[src/rtl/speed_stats_if.sv]
// Bike-computer trip-statistics bus: speed samples and buttons in, averaged/display results out.
// The master side is the upstream speed calculator plus button debouncers; the slave side is speed_stats_ctrl.
interface speed_stats_if #(
    parameter int WIDTH = 12
) ();
    logic [WIDTH-1:0] speed;
    logic             speed_valid;
    logic             clr_btn;
    logic             mode_btn;
    logic [WIDTH-1:0] max_in;
    logic [WIDTH-1:0] cur_speed;
    logic             max_r;
    logic [WIDTH-1:0] avg;
    logic             avg_valid;
    logic             busy;
    logic             overrun;
    logic [1:0]       disp_mode;
    logic [WIDTH-1:0] disp_val;

    modport master (
        output speed, speed_valid, clr_btn, mode_btn, max_in,
        input  cur_speed, max_r, avg, avg_valid, busy, overrun, disp_mode, disp_val
    );

    modport slave (
        input  speed, speed_valid, clr_btn, mode_btn, max_in,
        output cur_speed, max_r, avg, avg_valid, busy, overrun, disp_mode, disp_val
    );
endinterface

[src/rtl/speed_stats_ctrl.sv]
// Trip statistics: running average via serial restoring divide; avg_valid arrives 1+SUM_W cycles after the sample.
// No stall: one pending slot absorbs a sample during a divide; any further sample is dropped and flags overrun.
module speed_stats_ctrl #(
    parameter int WIDTH       = 12,
    parameter int CNT_W       = 10,
    parameter int HOLD_CYCLES = 2000
) (
    input logic          clk,
    input logic          r,
    speed_stats_if.slave bus
);
    localparam int SUM_W  = WIDTH + CNT_W;
    localparam int STEP_W = $clog2(SUM_W);
    localparam int HOLD_W = $clog2(HOLD_CYCLES + 1);
    localparam logic [CNT_W-1:0] CNT_MAX = '1;

    typedef enum logic {IDLE = 1'b0, DIV = 1'b1} state_t;

    state_t             state;
    state_t             state_nx;
    logic [SUM_W-1:0]   sum;
    logic [SUM_W-1:0]   sum_nx;
    logic [CNT_W-1:0]   cnt;
    logic [WIDTH-1:0]   pend_dat;
    logic               pend_vld;
    logic [SUM_W-1:0]   quo;
    logic [SUM_W-1:0]   quo_nx;
    logic [CNT_W-1:0]   rem;
    logic [CNT_W-1:0]   rem_nx;
    logic [CNT_W-1:0]   dvsr;
    logic [CNT_W:0]     trial;
    logic               q_bit;
    logic [STEP_W-1:0]  step;
    logic [HOLD_W-1:0]  hold_cnt;
    logic               clr_fire;
    logic               take;
    logic [WIDTH-1:0]   take_dat;
    logic               start;
    logic               pend_ld;
    logic               pend_clr;
    logic               ovr_set;
    logic               div_last;

    // Fires on the HOLD_CYCLES-th consecutive high cycle; the counter then parks until release.
    assign clr_fire   = bus.clr_btn && (hold_cnt == HOLD_W'(HOLD_CYCLES - 1));
    assign bus.max_r  = r | clr_fire;
    assign bus.busy   = (state == DIV);
    assign sum_nx     = sum + SUM_W'(take_dat);

    always_comb begin
        state_nx = state;
        take     = 1'b0;
        take_dat = bus.speed;
        pend_ld  = 1'b0;
        pend_clr = 1'b0;
        ovr_set  = 1'b0;
        div_last = 1'b0;
        case (state)
            IDLE: begin
                if (pend_vld) begin
                    take     = 1'b1;
                    take_dat = pend_dat;
                    pend_clr = 1'b1;
                    pend_ld  = bus.speed_valid;
                end else if (bus.speed_valid) begin
                    take = 1'b1;
                end
            end
            DIV: begin
                div_last = (step == STEP_W'(SUM_W - 1));
                if (div_last) state_nx = IDLE;
                if (bus.speed_valid) begin
                    if (pend_vld) ovr_set = 1'b1;
                    else          pend_ld = 1'b1;
                end
            end
            default: state_nx = IDLE;
        endcase
        // A saturated counter still consumes the sample so max tracking is unaffected.
        start = take && (cnt != CNT_MAX);
        if (start)    state_nx = DIV;
        if (clr_fire) state_nx = IDLE;
    end

    // Dividend shifts out of the top of quo while quotient bits shift in at the bottom.
    always_comb begin
        trial  = {rem, quo[SUM_W-1]};
        q_bit  = (trial >= {1'b0, dvsr});
        rem_nx = q_bit ? CNT_W'(trial - {1'b0, dvsr}) : trial[CNT_W-1:0];
        quo_nx = {quo[SUM_W-2:0], q_bit};
    end

    always_ff @(posedge clk) begin
        if (r) begin
            state         <= IDLE;
            sum           <= '0;
            cnt           <= '0;
            pend_dat      <= '0;
            pend_vld      <= 1'b0;
            quo           <= '0;
            rem           <= '0;
            dvsr          <= '0;
            step          <= '0;
            hold_cnt      <= '0;
            bus.cur_speed <= '0;
            bus.avg       <= '0;
            bus.avg_valid <= 1'b0;
            bus.overrun   <= 1'b0;
            bus.disp_mode <= 2'd0;
            bus.disp_val  <= '0;
        end else begin
            state         <= state_nx;
            bus.avg_valid <= 1'b0;
            if (bus.speed_valid) bus.cur_speed <= bus.speed;

            if (!bus.clr_btn)                          hold_cnt <= '0;
            else if (hold_cnt != HOLD_W'(HOLD_CYCLES)) hold_cnt <= hold_cnt + 1'b1;

            if (clr_fire) begin
                sum         <= '0;
                cnt         <= '0;
                bus.avg     <= '0;
                bus.overrun <= 1'b0;
                pend_vld    <= 1'b0;
            end else begin
                if (start) begin
                    sum  <= sum_nx;
                    cnt  <= cnt + 1'b1;
                    quo  <= sum_nx;
                    rem  <= '0;
                    dvsr <= cnt + 1'b1;
                    step <= '0;
                end
                if (state == DIV) begin
                    quo  <= quo_nx;
                    rem  <= rem_nx;
                    step <= step + 1'b1;
                    if (div_last) begin
                        bus.avg       <= (|quo_nx[SUM_W-1:WIDTH]) ? '1 : quo_nx[WIDTH-1:0];
                        bus.avg_valid <= 1'b1;
                    end
                end
                if (ovr_set) bus.overrun <= 1'b1;
                if (pend_ld) begin
                    pend_vld <= 1'b1;
                    pend_dat <= bus.speed;
                end else if (pend_clr) begin
                    pend_vld <= 1'b0;
                end
            end

            if (bus.mode_btn) begin
                case (bus.disp_mode)
                    2'd1:    bus.disp_mode <= 2'd2;
                    2'd2:    bus.disp_mode <= 2'd0;
                    default: bus.disp_mode <= 2'd1;
                endcase
            end
            case (bus.disp_mode)
                2'd1:    bus.disp_val <= bus.max_in;
                2'd2:    bus.disp_val <= bus.avg;
                default: bus.disp_val <= bus.cur_speed;
            endcase
        end
    end
endmodule

[src/flat_wrapper.sv]
// flat-port wrapper written by rule: the top's interface ports become plain ports
module speed_stats_ctrl_flat 
#(
    parameter int WIDTH       = 12,
    parameter int CNT_W       = 10,
    parameter int HOLD_CYCLES = 2000
)
  (clk, r, bus_speed, bus_speed_valid, bus_clr_btn, bus_mode_btn, bus_max_in, bus_cur_speed, bus_max_r, bus_avg, bus_avg_valid, bus_busy, bus_overrun, bus_disp_mode, bus_disp_val);
  speed_stats_if #(.WIDTH(WIDTH)) bus_i ();
  input logic clk;
  input logic r;
  input wire logic [$bits(bus_i.speed)-1:0] bus_speed;
  input wire logic [$bits(bus_i.speed_valid)-1:0] bus_speed_valid;
  input wire logic [$bits(bus_i.clr_btn)-1:0] bus_clr_btn;
  input wire logic [$bits(bus_i.mode_btn)-1:0] bus_mode_btn;
  input wire logic [$bits(bus_i.max_in)-1:0] bus_max_in;
  output wire logic [$bits(bus_i.cur_speed)-1:0] bus_cur_speed;
  output wire logic [$bits(bus_i.max_r)-1:0] bus_max_r;
  output wire logic [$bits(bus_i.avg)-1:0] bus_avg;
  output wire logic [$bits(bus_i.avg_valid)-1:0] bus_avg_valid;
  output wire logic [$bits(bus_i.busy)-1:0] bus_busy;
  output wire logic [$bits(bus_i.overrun)-1:0] bus_overrun;
  output wire logic [$bits(bus_i.disp_mode)-1:0] bus_disp_mode;
  output wire logic [$bits(bus_i.disp_val)-1:0] bus_disp_val;
  assign bus_i.speed = bus_speed;
  assign bus_i.speed_valid = bus_speed_valid;
  assign bus_i.clr_btn = bus_clr_btn;
  assign bus_i.mode_btn = bus_mode_btn;
  assign bus_i.max_in = bus_max_in;
  assign bus_cur_speed = bus_i.cur_speed;
  assign bus_max_r = bus_i.max_r;
  assign bus_avg = bus_i.avg;
  assign bus_avg_valid = bus_i.avg_valid;
  assign bus_busy = bus_i.busy;
  assign bus_overrun = bus_i.overrun;
  assign bus_disp_mode = bus_i.disp_mode;
  assign bus_disp_val = bus_i.disp_val;
  speed_stats_ctrl #(.WIDTH(WIDTH), .CNT_W(CNT_W), .HOLD_CYCLES(HOLD_CYCLES)) u_core (.clk(clk), .r(r), .bus(bus_i));
endmodule
[config.mk]
export PLATFORM = sky130hd
export DESIGN_NAME = speed_stats_ctrl_flat
export DESIGN_NICKNAME = d
export VERILOG_FILES = /design/src/rtl/speed_stats_if.sv /design/src/rtl/speed_stats_ctrl.sv /design/src/flat_wrapper.sv
export SDC_FILE = /design/constraint.sdc
export NUM_CORES = 1
export LEC_CHECK = 0
export BUFFER_PORTS_ARGS = -buffer_cell sky130_fd_sc_hd__buf_2
export CORE_MARGIN = 1
export CORE_UTILIZATION = 43
export DETAILED_ROUTE_END_ITERATION = 6
export GPL_TIMING_DRIVEN = 1
export SLEW_MARGIN = 20
export SYNTH_ARGS = -nofsm -noshare
export SYNTH_HDL_FRONTEND = slang
export SYNTH_SLANG_ARGS = --single-unit
[constraint.sdc]
create_clock -name clk -period 6.8 [get_ports clk]
set_clock_uncertainty 0.15 [all_clocks]
set_input_delay 1.36 -clock clk [delete_from_list [all_inputs] [get_ports clk]]
set_output_delay 1.36 -clock clk [all_outputs]
set_load 0.01 [all_outputs]
---- Word level (Yosys, flattened, before mapping) ----
Index checks and enable logic that the tools add are counted.
cells by class
  $add $sub $neg .......................... 5
  multipliers ............................. 0
  divide/modulo/power cells ............... 0
  $lt $le $gt $ge ......................... 1
  equal/unequal tests ..................... 6
  shift operators ......................... 0
  mux-type cells .......................... 30
  bitwise gates (word level) .............. 4
  reduce and logical (&&, ||, !) cells .... 12
operator list
  operator                 number
  $mux W22                 2
  $mux W12                 3
  $mux W10                 3
  $pmux W12 S2             1
  $add A22 B12 Y22         1
  $mux W1                  17
  $add A11 B1 Y11 const B  1
  $eq A11 B11 Y1 const B   1
  $ge A11 B10 Y1           1
  $ne A11 B11 Y1 const B   1
  $add A10 B1 Y10 const B  1
  $mux W5                  2
  $ne A10 B10 Y1 const B   1
  $reduce_or A10 Y1        1
  $sub A10 B10 Y10         1
  $reduce_and A2 Y1        4
  $add A5 B1 Y5 const B    1
  $eq A5 B5 Y1 const B     1
  $pmux W2 S2              1
  $reduce_bool A2 Y1       2
  $reduce_or A2 Y1         2
  $not A1 Y1               3
  $reduce_or A3 Y1         1
  $eq A2 B1 Y1 const B     1
  4 further kinds          5
word-level totals
  bits in registers ....................... 144
  bits in latches ......................... 0
  memory bits (writable) .................. 0
  memory bits (read-only) ................. 0
  output and inout port bits .............. 42
  word-level logic and storage cells ...... 74
  memories kept ........................... 0

---- Longest topological paths before layout ----
  depth after elaboration ................. 6
  mapped depth ............................ 14

---- Worst setup path before layout ----
No wires, ideal clock.
  path type ............................... input port to output port
  start ................................... input port bus_clr_btn
  end ..................................... output port bus_max_r
  arrival time ............................ 2.215 ns
  required time ........................... 5.290 ns
  path slack .............................. 3.075 ns
  stages on the path ...................... 4
  path through ............................ and4_1 -> a31oi_2 -> inv_2 -> clkbuf_1
between the ends
  cells in the longest elaborated chain, start to end .. 2
RTL lines
  element              line                    RTL
  start: declaration   flat_wrapper.sv:14      input wire logic [$bits(bus_i.clr_btn)-1:0] bus_clr_btn;
  $logic_and A1 B1 Y1  speed_stats_ctrl.sv:45  assign clr_fire = bus.clr_btn && (hold_cnt == HOLD_W'(HOLD_CYCLES - 1));
  $or A1 B1 Y1         speed_stats_ctrl.sv:46  assign bus.max_r = r | clr_fire;
  end: declaration     flat_wrapper.sv:18      output wire logic [$bits(bus_i.max_r)-1:0] bus_max_r;
Every way passes these cells.

---- Worst setup path after layout ----
Same ends and word-level chain as after synthesis.

==> metrics.cfg <==
[timing]
final_period_minus_worst_setup_slack_ns=4.38
tns_ns=0
final-hold-violation-count=0
tightest_slew_ns=1.01
relSlewSlack_pct=32.2
drv_slew=0
fmax_mhz=228
layout_worst_path_cycle_share_pct=64.5
post-route-worst-setup-slack_ns=2.42
grt_setup_unrepaired=no
setup_viol_count_final=0

[worst_setup_path]
worstPathArrival_ns=2.87
critical_path_class=in -> out
timing.critical_path.slowest_stage_cell=sky130_fd_sc_hd__inv_2
cp.required_ns=5.29
critical_path_cell_list=buf_2, and4_1, a31oi_2, buf_4, inv_2, buf_2
cpLargestDelayFamily=buffers and inverters
reg2reg_from=u_core.bus.busy$_SDFF_PP0_
crit_path_start_kind=input pin
crit_end_category=primary output
cell_repeated_most_along_the_worst_path=sky130_fd_sc_hd__buf_2
crit_start=bus_clr_btn
critical_path.max_stage_delay_ns=0.52
timing.critical_path.buf_inv=4
worstPathMaxFanout=34

[global_routing]
via_count_of_the_first_global_routing_pass=5881
grt-ovfl-total=0
antenna_found_initial=0
grt_first_pass_wirelength_um=30200
gr-usage-all-layers_pct=21.2
pin_count_of_the_biggest_net_entering_global_routing=75

[detailed_routing]
drcViolationCount=0
via_per_inst=5.53
antenna_violating_nets_post_route=0
drt_pass_1_iters=7
dr.first_iter.drc_count=372
wl_um=18300
drt-wirelength-per-cell_um=16.0
routed-via-count=6324

[final_layout]
drive_gt1_share_pct=16.1
flow.area_growth_from_synthesis_pct=13.7
final_net_count=972
number_of_antenna_diodes=0
final_core_density_pct=50.6

[placement]
detailedPlace.worstSlack_ns=2.39
io_buffers=70
finalWeightedCongestion=0.790
dpl.hpwl_um=12800

[yosys]
syn_inst=867
syn-mean-instance-area_sq_um=8.60
mappedNetlistArea_sq_um=7450
synth-seq-cells=144
synth_top_flop_cell=sky130_fd_sc_hd__dfxtp_1
seq_area_frac_synth_pct=38.7
synthTopCellsByCount=144 x sky130_fd_sc_hd__dfxtp_1, 126 x sky130_fd_sc_hd__nor2_1, 74 x sky130_fd_sc_hd__nand2_1
synth_nets=928
yosysMostFrequentCell=sky130_fd_sc_hd__dfxtp_1
ys_top_cells_by_area=sky130_fd_sc_hd__dfxtp_1 39%, sky130_fd_sc_hd__nor2_1 6.3%, sky130_fd_sc_hd__ha_1 5.0%, sky130_fd_sc_hd__mux2i_1 4.4%, sky130_fd_sc_hd__a21oi_1 3.8%
count_of_flip_flops_with_a_built_in_enable_after_synthesis=0
async_reset_ff_share_pct=0
synth_largest_area_cell=sky130_fd_sc_hd__dfxtp_1
yosysUniqueCellTypes=70
synth.top_cell.area_share_pct=38.7
yosysWarnings=0

[cts]
cts.root.buffer_cell=sky130_fd_sc_hd__clkbuf_16
holdBufCountCts=0
cts-root-to-sink-buffers=2
cts-htree-levels=4
post_cts_setup_inserts=0
cts_tree=yes
cts_resized=0
cts.reportedPaths.clkPinSlew_ns=0.06
clkSinkCount=144
worst_skew_pair.late_latency_ns=0.43
tritoncts.num_buffers=17

[floorplanning]
core_area_sq_um=16800
chipHeight_um=134
initial_core_util_pct=44.5
fp.dieW_um=134
placementRows=47
top_level_pins=71
die_area_sq_um=17900

[run_status]
status=complete, no violations

[power_and_ir_drop]
p_per_area_nw_per_um2=320
worst_ir_drop_vdd_uv=223
leakage_nw=3.35

[hold_path]
min_from=u_core.sum[3]$_SDFFE_PP0P_
hold_path.class=reg -> reg

[run]
cap_viol_max_count=0

-- power by group --
group	internal, mW	switching [mW]
Clock	0.521	0.384
Sequential	0.916	0.0540
Combinational	0.307	0.526
Total	1.74	0.964
-- per-layer routing --
layer  GRT usage (%)  vias up  part of all wire [%]
li1                -     3212                     -
met1            30.4     2955                    51
met2            32.3      146                    44
met3            4.26       11                   4.1
met4            5.56        0                  0.81
met5               0        -                     0
-- layout by cell type (no fill, tap or decap), types with 8 or more instances in the layout --
cell type,Yosys,final
sky130_fd_sc_hd__nor2_1,126,126
sky130_fd_sc_hd__ha_1,30,30
sky130_fd_sc_hd__nor3_1,18,18
sky130_fd_sc_hd__inv_1,22,22
sky130_fd_sc_hd__mux2_2,14,14
sky130_fd_sc_hd__buf_2,15,70
sky130_fd_sc_hd__nand2b_1,8,8
sky130_fd_sc_hd__nand3_1,26,26
sky130_fd_sc_hd__o221a_2,12,12
sky130_fd_sc_hd__clkbuf_16,0,17
sky130_fd_sc_hd__xor2_1,21,21
sky130_fd_sc_hd__o211ai_1,14,14
sky130_fd_sc_hd__a21oi_1,56,56
sky130_fd_sc_hd__dfxtp_1,144,144
sky130_fd_sc_hd__nand2_1,74,74
sky130_fd_sc_hd__o21ai_0,21,21
sky130_fd_sc_hd__nand4_1,16,16
sky130_fd_sc_hd__and3_1,8,8
sky130_fd_sc_hd__a22oi_1,20,20
sky130_fd_sc_hd__xnor2_1,28,28
sky130_fd_sc_hd__a211oi_1,29,29
sky130_fd_sc_hd__mux2i_1,33,33
-- path summary, 6_finish.rpt --
path	slack, ns	to	depth (start not counted)
max	2.42	bus_max_r	6
min	0.31	u_core.sum[3]$_SDFFE_PP0P_	2
max reg2reg	2.57	u_core.quo[20]$_SDFFE_PP0P_	11
min reg2reg	0.31	u_core.sum[3]$_SDFFE_PP0P_	2
-- cell families (layout without fill, tap and decap cells) --
kind of cell / after synthesis / after routing / synth area share [%]
AO/OA/AOI/OAI: 209 / 209 / 19.8
multiplexers: 47 / 47 / 6.55
XOR/XNOR: 49 / 49 / 5.76
buffers and inverters: 76 / 133 / 4.28
flip-flops: 144 / 144 / 38.7
adder cells (fa/ha/maj): 32 / 32 / 5.57
AND/OR/NAND/NOR: 310 / 310 / 19.4
-- stage by stage --
stage,total power [mW],hold slack [ns],area [sq um],cells
final,2.71,0.311,8470,1144
after global routing,2.87,0.328,8470,1144
after CTS,2.73,0.315,8470,1144
after detailed placement,1.81,0.303,7900,1112
after global placement,1.81,0.303,7900,1112
after floorplan,1.62,0.288,7450,867
-- layout make-up --
| type | count | area, sq um |
|---|---|---|
| Clock buffer | 19 | 443 |
| Clock inverter | 13 | 128 |
| Fill cell | 1600 | 8290 |
| Inverter | 24 | 90.1 |
| Multi-Input combinational cell | 647 | 4250 |
| Sequential cell | 144 | 2880 |
| Tap cell | 220 | 275 |
| Timing Repair Buffer | 77 | 403 |
-- state kept, by name (all words and copies together) (netlist names) --
name and count:
u_core.bus.disp_val 12, u_core.bus.cur_speed 12, u_core.cnt 10, u_core.dvsr 10, u_core.bus.busy 1, u_core.quo 22
u_core.bus.avg_valid 1, u_core.pend_vld 1, u_core.bus.avg 12, u_core.sum 22, u_core.hold_cnt 11, u_core.bus.disp_mode 2
u_core.bus.overrun 1, u_core.rem 10, u_core.step 5, u_core.pend_dat 12
-- worst min-delay path: stages (launching register included) --
cell and delay [ns]:
sky130_fd_sc_hd__dfxtp_1 0.31, sky130_fd_sc_hd__nand2_1 0.05, sky130_fd_sc_hd__a21oi_1 0.05
No activity file was read; power rests on OpenSTA's default activity.
